[config.mk]
export PLATFORM = sky130hd
export DESIGN_NAME = rand_arbiter
export DESIGN_NICKNAME = d
export VERILOG_FILES = /design/src/rtl/rand_pkg.sv /design/src/rtl/lcg_core.sv /design/src/rtl/rand_arbiter.sv
export SDC_FILE = /design/constraint.sdc
export NUM_CORES = 1
export LEC_CHECK = 0
export BUFFER_PORTS_ARGS = -buffer_cell sky130_fd_sc_hd__buf_2
export CORE_MARGIN = 3
export CORE_UTILIZATION = 51
export CTS_BUF_LIST = sky130_fd_sc_hd__clkbuf_4 sky130_fd_sc_hd__clkbuf_8 sky130_fd_sc_hd__clkbuf_16
export DETAILED_ROUTE_END_ITERATION = 8
export PLACE_DENSITY = 0.74
export SLEW_MARGIN = 30
export SYNTH_ARGS = -nofsm -noshare
export SYNTH_HDL_FRONTEND = slang
export SYNTH_SLANG_ARGS = --single-unit
[constraint.sdc]
create_clock -name clk -period 7.4 [get_ports clk]
set_clock_uncertainty 0.15 [all_clocks]
set_input_delay 1.85 -clock clk [delete_from_list [all_inputs] [get_ports clk]]
set_output_delay 1.85 -clock clk [all_outputs]
set_load 0.05 [all_outputs]
[src/rtl/rand_pkg.sv]
// Shared types and defaults for the random-number arbiter: FSM encoding,
// generator constants and the rejection-sampling mask helper.
package rand_pkg;

    typedef enum logic [1:0] {
        StIdle,
        StDraw,
        StCheck,
        StGrant
    } state_e;

    localparam logic [7:0]  DefSeed     = 8'd8;
    localparam logic [7:0]  DefMult     = 8'd5;
    localparam logic [7:0]  DefInc      = 8'd3;
    localparam int unsigned DefMaxTries = 4;

    // Smallest 2^k-1 covering bound-1; bound 0 stands for 256 and wraps to 8'hFF.
    function automatic logic [7:0] mask_from_bound(input logic [7:0] b);
        logic [7:0] m;
        m = b - 8'd1;
        m = m | (m >> 1);
        m = m | (m >> 2);
        m = m | (m >> 4);
        return m;
    endfunction

endpackage

[src/rtl/lcg_core.sv]
// 8-bit linear congruential generator: state = state*MULT + INC (mod 256),
// with a synchronous load that takes priority over stepping.
module lcg_core
    import rand_pkg::*;
#(
    parameter logic [7:0] SEED = DefSeed,
    parameter logic [7:0] MULT = DefMult,
    parameter logic [7:0] INC  = DefInc
) (
    input  logic       clk_i,
    input  logic       rst_ni,
    input  logic       load_i,
    input  logic [7:0] seed_val_i,
    input  logic       step_i,
    output logic [7:0] state_o
);

    logic [7:0] state_q, state_d;

    always_comb begin
        state_d = state_q;
        if (load_i) begin
            state_d = seed_val_i;
        end else if (step_i) begin
            state_d = 8'(({8'h00, state_q} * {8'h00, MULT}) + {8'h00, INC});
        end
    end

    always_ff @(posedge clk_i or negedge rst_ni) begin
        if (!rst_ni) begin
            state_q <= SEED;
        end else begin
            state_q <= state_d;
        end
    end

    assign state_o = state_q;

endmodule

[src/rtl/rand_arbiter.sv]
// Round-robin front end sharing one LCG among N_REQ requesters; each grant
// returns a value in [0, bound) via masked rejection sampling with fallback.
module rand_arbiter
    import rand_pkg::*;
#(
    parameter int unsigned N_REQ     = 4,
    parameter logic [7:0]  SEED      = DefSeed,
    parameter logic [7:0]  MULT      = DefMult,
    parameter logic [7:0]  INC       = DefInc,
    parameter int unsigned MAX_TRIES = DefMaxTries
) (
    input  logic               clk,
    input  logic               rst,
    input  logic [N_REQ-1:0]   req,
    input  logic [8*N_REQ-1:0] bound,
    input  logic               reseed,
    input  logic [7:0]         seed_val,
    output logic [N_REQ-1:0]   gnt,
    output logic [7:0]         rand_out,
    output logic               busy
);

    localparam int unsigned IdxW = (N_REQ > 1) ? $clog2(N_REQ) : 1;

    state_e            state_q, state_d;
    logic [IdxW-1:0]   ptr_q, ptr_d;
    logic [IdxW-1:0]   win_q, win_d;
    logic [7:0]        bnd_q, bnd_d;
    logic [7:0]        mask_q, mask_d;
    logic [3:0]        tries_q, tries_d;
    logic [N_REQ-1:0]  gnt_q, gnt_d;
    logic [7:0]        rand_out_q, rand_out_d;
    logic              busy_q, busy_d;

    logic              lcg_load, lcg_step;
    logic [7:0]        lcg_state;
    logic [7:0]        cand;
    logic              accept;
    logic [7:0]        bound_arr [N_REQ];

    logic              pick_valid;
    logic [IdxW-1:0]   pick_idx;
    int unsigned       rr_sum;
    logic [IdxW-1:0]   rr_idx;

    lcg_core #(
        .SEED (SEED),
        .MULT (MULT),
        .INC  (INC)
    ) u_lcg (
        .clk_i      (clk),
        .rst_ni     (rst),
        .load_i     (lcg_load),
        .seed_val_i (seed_val),
        .step_i     (lcg_step),
        .state_o    (lcg_state)
    );

    for (genvar g = 0; g < N_REQ; g++) begin : g_bound
        assign bound_arr[g] = bound[8*g +: 8];
    end

    // First set request at or after the pointer, wrapping.
    always_comb begin
        pick_valid = 1'b0;
        pick_idx   = '0;
        rr_sum     = 0;
        rr_idx     = '0;
        for (int unsigned i = 0; i < N_REQ; i++) begin
            rr_sum = 32'(ptr_q) + i;
            if (rr_sum >= N_REQ) begin
                rr_sum = rr_sum - N_REQ;
            end
            rr_idx = IdxW'(rr_sum);
            if (!pick_valid && req[rr_idx]) begin
                pick_valid = 1'b1;
                pick_idx   = rr_idx;
            end
        end
    end

    assign cand   = lcg_state & mask_q;
    assign accept = (bnd_q == 8'd0) || (cand < bnd_q);

    always_comb begin
        state_d    = state_q;
        ptr_d      = ptr_q;
        win_d      = win_q;
        bnd_d      = bnd_q;
        mask_d     = mask_q;
        tries_d    = tries_q;
        gnt_d      = '0;
        rand_out_d = rand_out_q;
        lcg_load   = 1'b0;
        lcg_step   = 1'b0;

        unique case (state_q)
            StIdle: begin
                if (reseed) begin
                    lcg_load = 1'b1;
                end else if (pick_valid) begin
                    win_d   = pick_idx;
                    bnd_d   = bound_arr[pick_idx];
                    mask_d  = mask_from_bound(bound_arr[pick_idx]);
                    tries_d = '0;
                    state_d = StDraw;
                end
            end
            StDraw: begin
                lcg_step = 1'b1;
                tries_d  = tries_q + 4'd1;
                state_d  = StCheck;
            end
            StCheck: begin
                if (accept) begin
                    rand_out_d   = cand;
                    gnt_d[win_q] = 1'b1;
                    state_d      = StGrant;
                end else if (tries_q == 4'(MAX_TRIES)) begin
                    // cand < 2*bound here, so the folded value stays in range.
                    rand_out_d   = cand - bnd_q;
                    gnt_d[win_q] = 1'b1;
                    state_d      = StGrant;
                end else begin
                    state_d = StDraw;
                end
            end
            StGrant: begin
                ptr_d   = (win_q == IdxW'(N_REQ - 1)) ? '0 : win_q + 1'b1;
                state_d = StIdle;
            end
            default: begin
                state_d = StIdle;
            end
        endcase

        busy_d = (state_d != StIdle);
    end

    always_ff @(posedge clk or negedge rst) begin
        if (!rst) begin
            state_q    <= StIdle;
            ptr_q      <= '0;
            win_q      <= '0;
            bnd_q      <= '0;
            mask_q     <= '0;
            tries_q    <= '0;
            gnt_q      <= '0;
            rand_out_q <= '0;
            busy_q     <= 1'b0;
        end else begin
            state_q    <= state_d;
            ptr_q      <= ptr_d;
            win_q      <= win_d;
            bnd_q      <= bnd_d;
            mask_q     <= mask_d;
            tries_q    <= tries_d;
            gnt_q      <= gnt_d;
            rand_out_q <= rand_out_d;
            busy_q     <= busy_d;
        end
    end

    assign gnt      = gnt_q;
    assign rand_out = rand_out_q;
    assign busy     = busy_q;

endmodule

==> results of run 1 <==
==> worst paths after layout <==
check	endpoint	cells past startpoint
max	mask_q[1]	10
min	rand_out[5]	1
max reg2reg	rand_out[5]	13
min reg2reg	rand_out[5]	1
max in group asynchronous	tries_q[2]	1
min in group asynchronous	ptr_q[0]	1
==> layer usage <==
metal,global-route usage (%),vias up
met2,36.6,65
met4,5.52,0
met5,0,-
met1,26.2,1281
li1,-,1369
met3,2.74,6
==> cell usage after synthesis, types with 5 or more instances <==
library cell | instances | share of area, %
a21oi_1 | 11 | 1.6
a31oi_1 | 8 | 1.5
and2_1 | 9 | 1.7
clkbuf_1 | 6 | 0.67
dfrtp_1 | 46 | 34
ha_1 | 30 | 11
inv_1 | 28 | 3.1
mux2_2 | 9 | 3.0
mux2i_1 | 22 | 6.6
nand2_1 | 37 | 4.1
nand2b_1 | 5 | 0.93
nand3_1 | 10 | 1.5
nor2_1 | 26 | 2.9
nor3_1 | 5 | 0.75
o21ai_0 | 24 | 3.6
xnor2_1 | 11 | 2.9
==> power breakdown <==
part / leakage, nW / total, mW / internal, mW / switching (mW)
registers: 0.565 / 0.468 / 0.372 / 0.0957
clock network: 0.0474 / 0.168 / 0.0764 / 0.0917
logic: 1.25 / 1.26 / 0.536 / 0.728
total: 1.86 / 1.90 / 0.984 / 0.915
==> logic make-up (layout without fill, tap and decap cells) <==
kind of cell	count (synthesis)	after routing	synth area share, %
XOR/XNOR	14	14	3.66
flip-flops	47	47	35.1
adder cells (fa/ha/maj)	32	32	12.4
multiplexers	35	35	11.4
buffers and inverters	37	97	4.33
AND/OR/NAND/NOR	116	116	17.4
AO/OA/AOI/OAI	75	75	15.6
==> area by class of cell <==
class / count / share of cell area, %
Multi-Input combinational cell: 272 / 53.1
Sequential cell: 47 / 30.9
Timing Repair Buffer: 61 / 8.20
Inverter: 28 / 2.75
Tap cell: 75 / 2.46
Clock buffer: 6 / 2.16
Clock inverter: 2 / 0.426
==> metrics by stage <==
step                      power, mW  hold WS (ns)  worst slack, ns  cell area [µm²]
after floorplan                1.47         0.297             3.35             3350
after global placement         1.69         0.316             2.95             3710
after detailed placement       1.74         0.324             2.84             3720
after CTS                      1.91         0.345             3.18             3820
after global routing           2.10         0.361             2.96             3820
final                          1.90         0.340             3.20             3820
==> state kept, by name (all words and copies together) (netlist names) <==
| register | count |
|---|---|
| rand_out | 8 |
| busy | 1 |
| u_lcg.state_o | 8 |
| gnt | 4 |
| ptr_q | 2 |
| bnd_q | 8 |
| mask_q | 8 |
| state_q | 2 |
| win_q | 2 |
| tries_q | 4 |
==> flow_summary.toml, run 1 <==
[min_path]
hp-start = "rand_out[5]"
min_path_type = "reg2reg"

[final_layout]
finalNonFillerCells = 491
final_common_cell = "buf_2"
n_antenna_cell = 0
n_fill_cell = 520
drive_gt1_share_pct = 22.6
multi_input_area_mm2 = 0.00203
regArea_mm2 = 0.00118
layout_common_cells = "58 x buf_2, 46 x dfrtp_1, 37 x nand2_1"
final_util_pct = 62.2
nets = 494
syn2layout_area_growth_pct = 13.9

[logic_synthesis]
synth_top_flop_cell = "dfrtp_1"
avgSynthCellArea_um2 = 9.41
synthCells = 356
synthArstFlopShare_pct = 100
synth-seq-area-share_pct = 35.1
ys_ff_latch = 47
synth_fp_nets = 435
synth.lib_cells_used.distinct = 59
synth-edff-count = 0
synthesis.area_mm2 = 0.00335
ys_warn_count = 0

[global_route]
grt_use_total_pct = 20.6
overflow = 0
grt_pass1_wl_um = 12500
first_global_vias = 2789
antenna_found_initial = 0
grt_max_degree = 48

[route]
wl_met1_um = 3240
vias = 2721
drt-pass1-iter-count = 5
drc = 0
vias_per_cell = 5.54
wl_met3_um = 287
met2_length_um = 3470
routedWlPerCell_um = 14.4
wl_um = 7090
drtIter0Drc = 90
top_layer = "met4"
ant_nets = 0

[critical_path]
cp-start-kind = "input port"
arrival_ns = 4.22
path_class = "in2reg"
timing.rr.start = "u_lcg.state_o[0]"
cp_top_family = "compound AO/OA/AOI/OAI gates"
r2r_slack_ns = 3.80
cp_cell_sequence = "buf_2 -> inv_1 -> a21boi_1 -> o32a_1 -> and3_2 -> o22ai_4 -> nor4_4 -> a31oi_1 -> o211ai_2 -> a41oi_1"
slowest_delay_ns = 0.55
crit_fanout = 9
crit_path_top_delay_cell = "o32a_1"
path_buf_inv = 2
worstPathRequired_ns = 7.42
endpoint_kind = "flip-flop"
critPathLaunch = "req[3]"

[clock_network]
cts_resized = 0
cts_num_sinks = 47
root_buffer = "clkbuf_8"
post_cts_buffers = 0
clk_path_buf_depth = 2
ctsHoldBuffers = 0
htreeDepth = 2
clk_latency_ns = 0.31
cts_buffers = 5
cts_tree = "done"
clkSlewWorstSetupHoldPaths_ns = 0.09

[floorplan]
die_w_um = 87.1
initial_core_util_pct = 54.7
fp.dieH_um = 87.1
rows = 28
dieArea_mm2 = 0.00758
io-pin-count = 60
coreArea_mm2 = 0.00613

[sta]
hold_violations = 0
slew_headroom_pct = 52.8
tns_ns = 0
rsz0062_at_grt = "false"
min_period_over_period_pct = 56.8
maxSlewViolCount = 0
tightest_slew_ns = 0.705
setup_viol = 0
max_freq_mhz = 238
final.min_clock_period_ns = 4.20

[pwr]
p_leak_nw = 1.86
p_per_area_mw_per_mm2 = 498
max-vdd-ir-drop_mv = 0.245

[run_status]
outcome = "complete, no violations"

[placement]
portBuffers = 59
place_hpwl_um = 5620
dp.cells = 483
gp_congestion = 0.866

[run]
max_cap_violations = 0
No activity file was read; power rests on OpenSTA's default activity.
==> run 2, diff against run 1 <==
--- a/config.mk
+++ b/config.mk
@@ -10,7 +10,7 @@
 export CORE_UTILIZATION = 51
 export CTS_BUF_LIST = sky130_fd_sc_hd__clkbuf_4 sky130_fd_sc_hd__clkbuf_8 sky130_fd_sc_hd__clkbuf_16
 export DETAILED_ROUTE_END_ITERATION = 8
-export PLACE_DENSITY = 0.74
+export PLACE_DENSITY = 0.77
 export SLEW_MARGIN = 30
 export SYNTH_ARGS = -nofsm -noshare
 export SYNTH_HDL_FRONTEND = slang
==> constraint.sdc (replaced) <==
create_clock -name clk -period 3.6 [get_ports clk]
set_clock_uncertainty 0.15 [all_clocks]
set_input_delay 0.9 -clock clk [delete_from_list [all_inputs] [get_ports clk]]
set_output_delay 0.9 -clock clk [all_outputs]
set_load 0.05 [all_outputs]
==> run 2 against run 1 <==
Critical path depth rose by 3. Via count rose by 0.15%. Core utilization rose by 0.20 points. Global-route usage fell by 0.33 points. Die area did not move. Power rose by 110%. Sequential power rose by 110%. Clock power rose by 94%. Sequential share of layout area fell by 0.10 points. Register-to-register slack got worse by 3.4 ns. Worst setup slack got worse by 2.8 ns. Largest cell class unchanged. Largest power group unchanged.
==> flow_summary.toml, run 2 (same netlist as run 1, synthesis figures left out) <==
[run_status]
outcome = "complete, no violations"

[clock_network]
htreeDepth = 2
clkSlewWorstSetupHoldPaths_ns = 0.09
cts_buffers = 5
cts_resized = 0
root_buffer = "clkbuf_8"
clk_path_buf_depth = 2
cts_num_sinks = 47
post_cts_buffers = 0
clk_latency_ns = 0.31
ctsHoldBuffers = 0
cts_tree = "done"

[pwr]
p_leak_nw = 1.87
p_per_area_mw_per_mm2 = 1020
max-vdd-ir-drop_mv = 0.582

[final_layout]
n_antenna_cell = 0
finalNonFillerCells = 494
final_common_cell = "buf_2"
final_util_pct = 62.4
layout_common_cells = "58 x buf_2, 46 x dfrtp_1, 37 x nand2_1"
drive_gt1_share_pct = 23.2
nets = 497
syn2layout_area_growth_pct = 14.3

[route]
routedWlPerCell_um = 14.2
drc = 0
drtIter0Drc = 124
ant_nets = 0
vias = 2725
drt-pass1-iter-count = 5
vias_per_cell = 5.52
wl_um = 7000

[global_route]
grt_max_degree = 48
antenna_found_initial = 0
grt_pass1_wl_um = 12200
overflow = 0
first_global_vias = 2664
grt_use_total_pct = 20.3

[critical_path]
worstPathRequired_ns = 3.65
endpoint_kind = "flip-flop"
cp-start-kind = "flip-flop"
crit_fanout = 8
path_class = "reg2reg"
r2r_slack_ns = 0.37
arrival_ns = 3.28

[floorplan]
dieArea_mm2 = 0.00758
fp.dieH_um = 87.1
coreArea_mm2 = 0.00613
io-pin-count = 60
initial_core_util_pct = 54.7
die_w_um = 87.1
rows = 28

[sta]
tightest_slew_ns = 0.677
max_freq_mhz = 310
min_period_over_period_pct = 89.7
rsz0062_at_grt = "false"
tns_ns = 0
hold_violations = 0
final.min_clock_period_ns = 3.23
maxSlewViolCount = 0
whs_ns = 0.338
slew_headroom_pct = 54.7
setup_viol = 0
setup_slack_ns = 0.370

[placement]
post-place-ws_ns = 0.236
dp.cells = 486
gp_congestion = 0.896
portBuffers = 59
place_hpwl_um = 5540

[run]
max_cap_violations = 0

[min_path]
min_path_type = "reg2reg"
-- run 2: changes by cell type in the layout (fill, tap and decap cells not counted), sizes merged --
cell | before | now
buf | 61 | 64
-- run 2: through the flow --
| stage | area (µm²) | power [mW] |
|---|---|---|
| floorplan | 3350 | 3.03 |
| global placement | 3740 | 3.50 |
| detailed placement | 3740 | 3.60 |
| CTS | 3830 | 3.94 |
| global route | 3830 | 4.32 |
| finish | 3830 | 3.91 |
-- run 2: worst paths after layout --
| path | from | to | depth (start not counted) |
|---|---|---|---|
| max in group asynchronous | rst | u_lcg.state_o[4] | 1 |
| hold reg to reg | rand_out[5] | rand_out[5] | 1 |
| hold / removal | rand_out[5] | rand_out[5] | 1 |
| setup reg to reg | u_lcg.state_o[0] | rand_out[5] | 13 |
| setup / recovery | u_lcg.state_o[0] | rand_out[5] | 13 |
| min in group asynchronous | rst | rand_out[6] | 1 |
-- run 2: power by group --
group	switching, mW	internal [mW]	leakage [nW]
clock network	0.183	0.143	0.0446
logic	1.49	1.13	1.26
registers	0.197	0.765	0.565
-- run 2: critical path, stage by stage (launching register included) --
cell and delay (ns):
dfrtp_1 0.44, nand2_1 0.12, ha_1 0.23, fa_1 0.41, nor2b_1 0.12, o21ai_1 0.08
a21boi_0 0.25, o21ai_1 0.11, a21boi_1 0.19, o21a_1 0.17, o21a_1 0.24, a21oi_1 0.12
buf_4 0.19, mux2_1 0.31
-- run 2: area by class of cell --
type                       count  area [µm²]
fill                         514        2300
multi-input combinational    272        2030
sequential                    47        1180
timing repair buffer          64         335
inverter                      28         105
tap                           75        93.8
clock buffer                   6        76.3
clock inverter                 2        12.5
-- run 2: per-layer routing --
layer,global-route usage [%],part of all wire [%]
met3,3.03,4.7
met4,7.37,2.2
met5,0,0
met2,32.8,46
met1,27.5,47
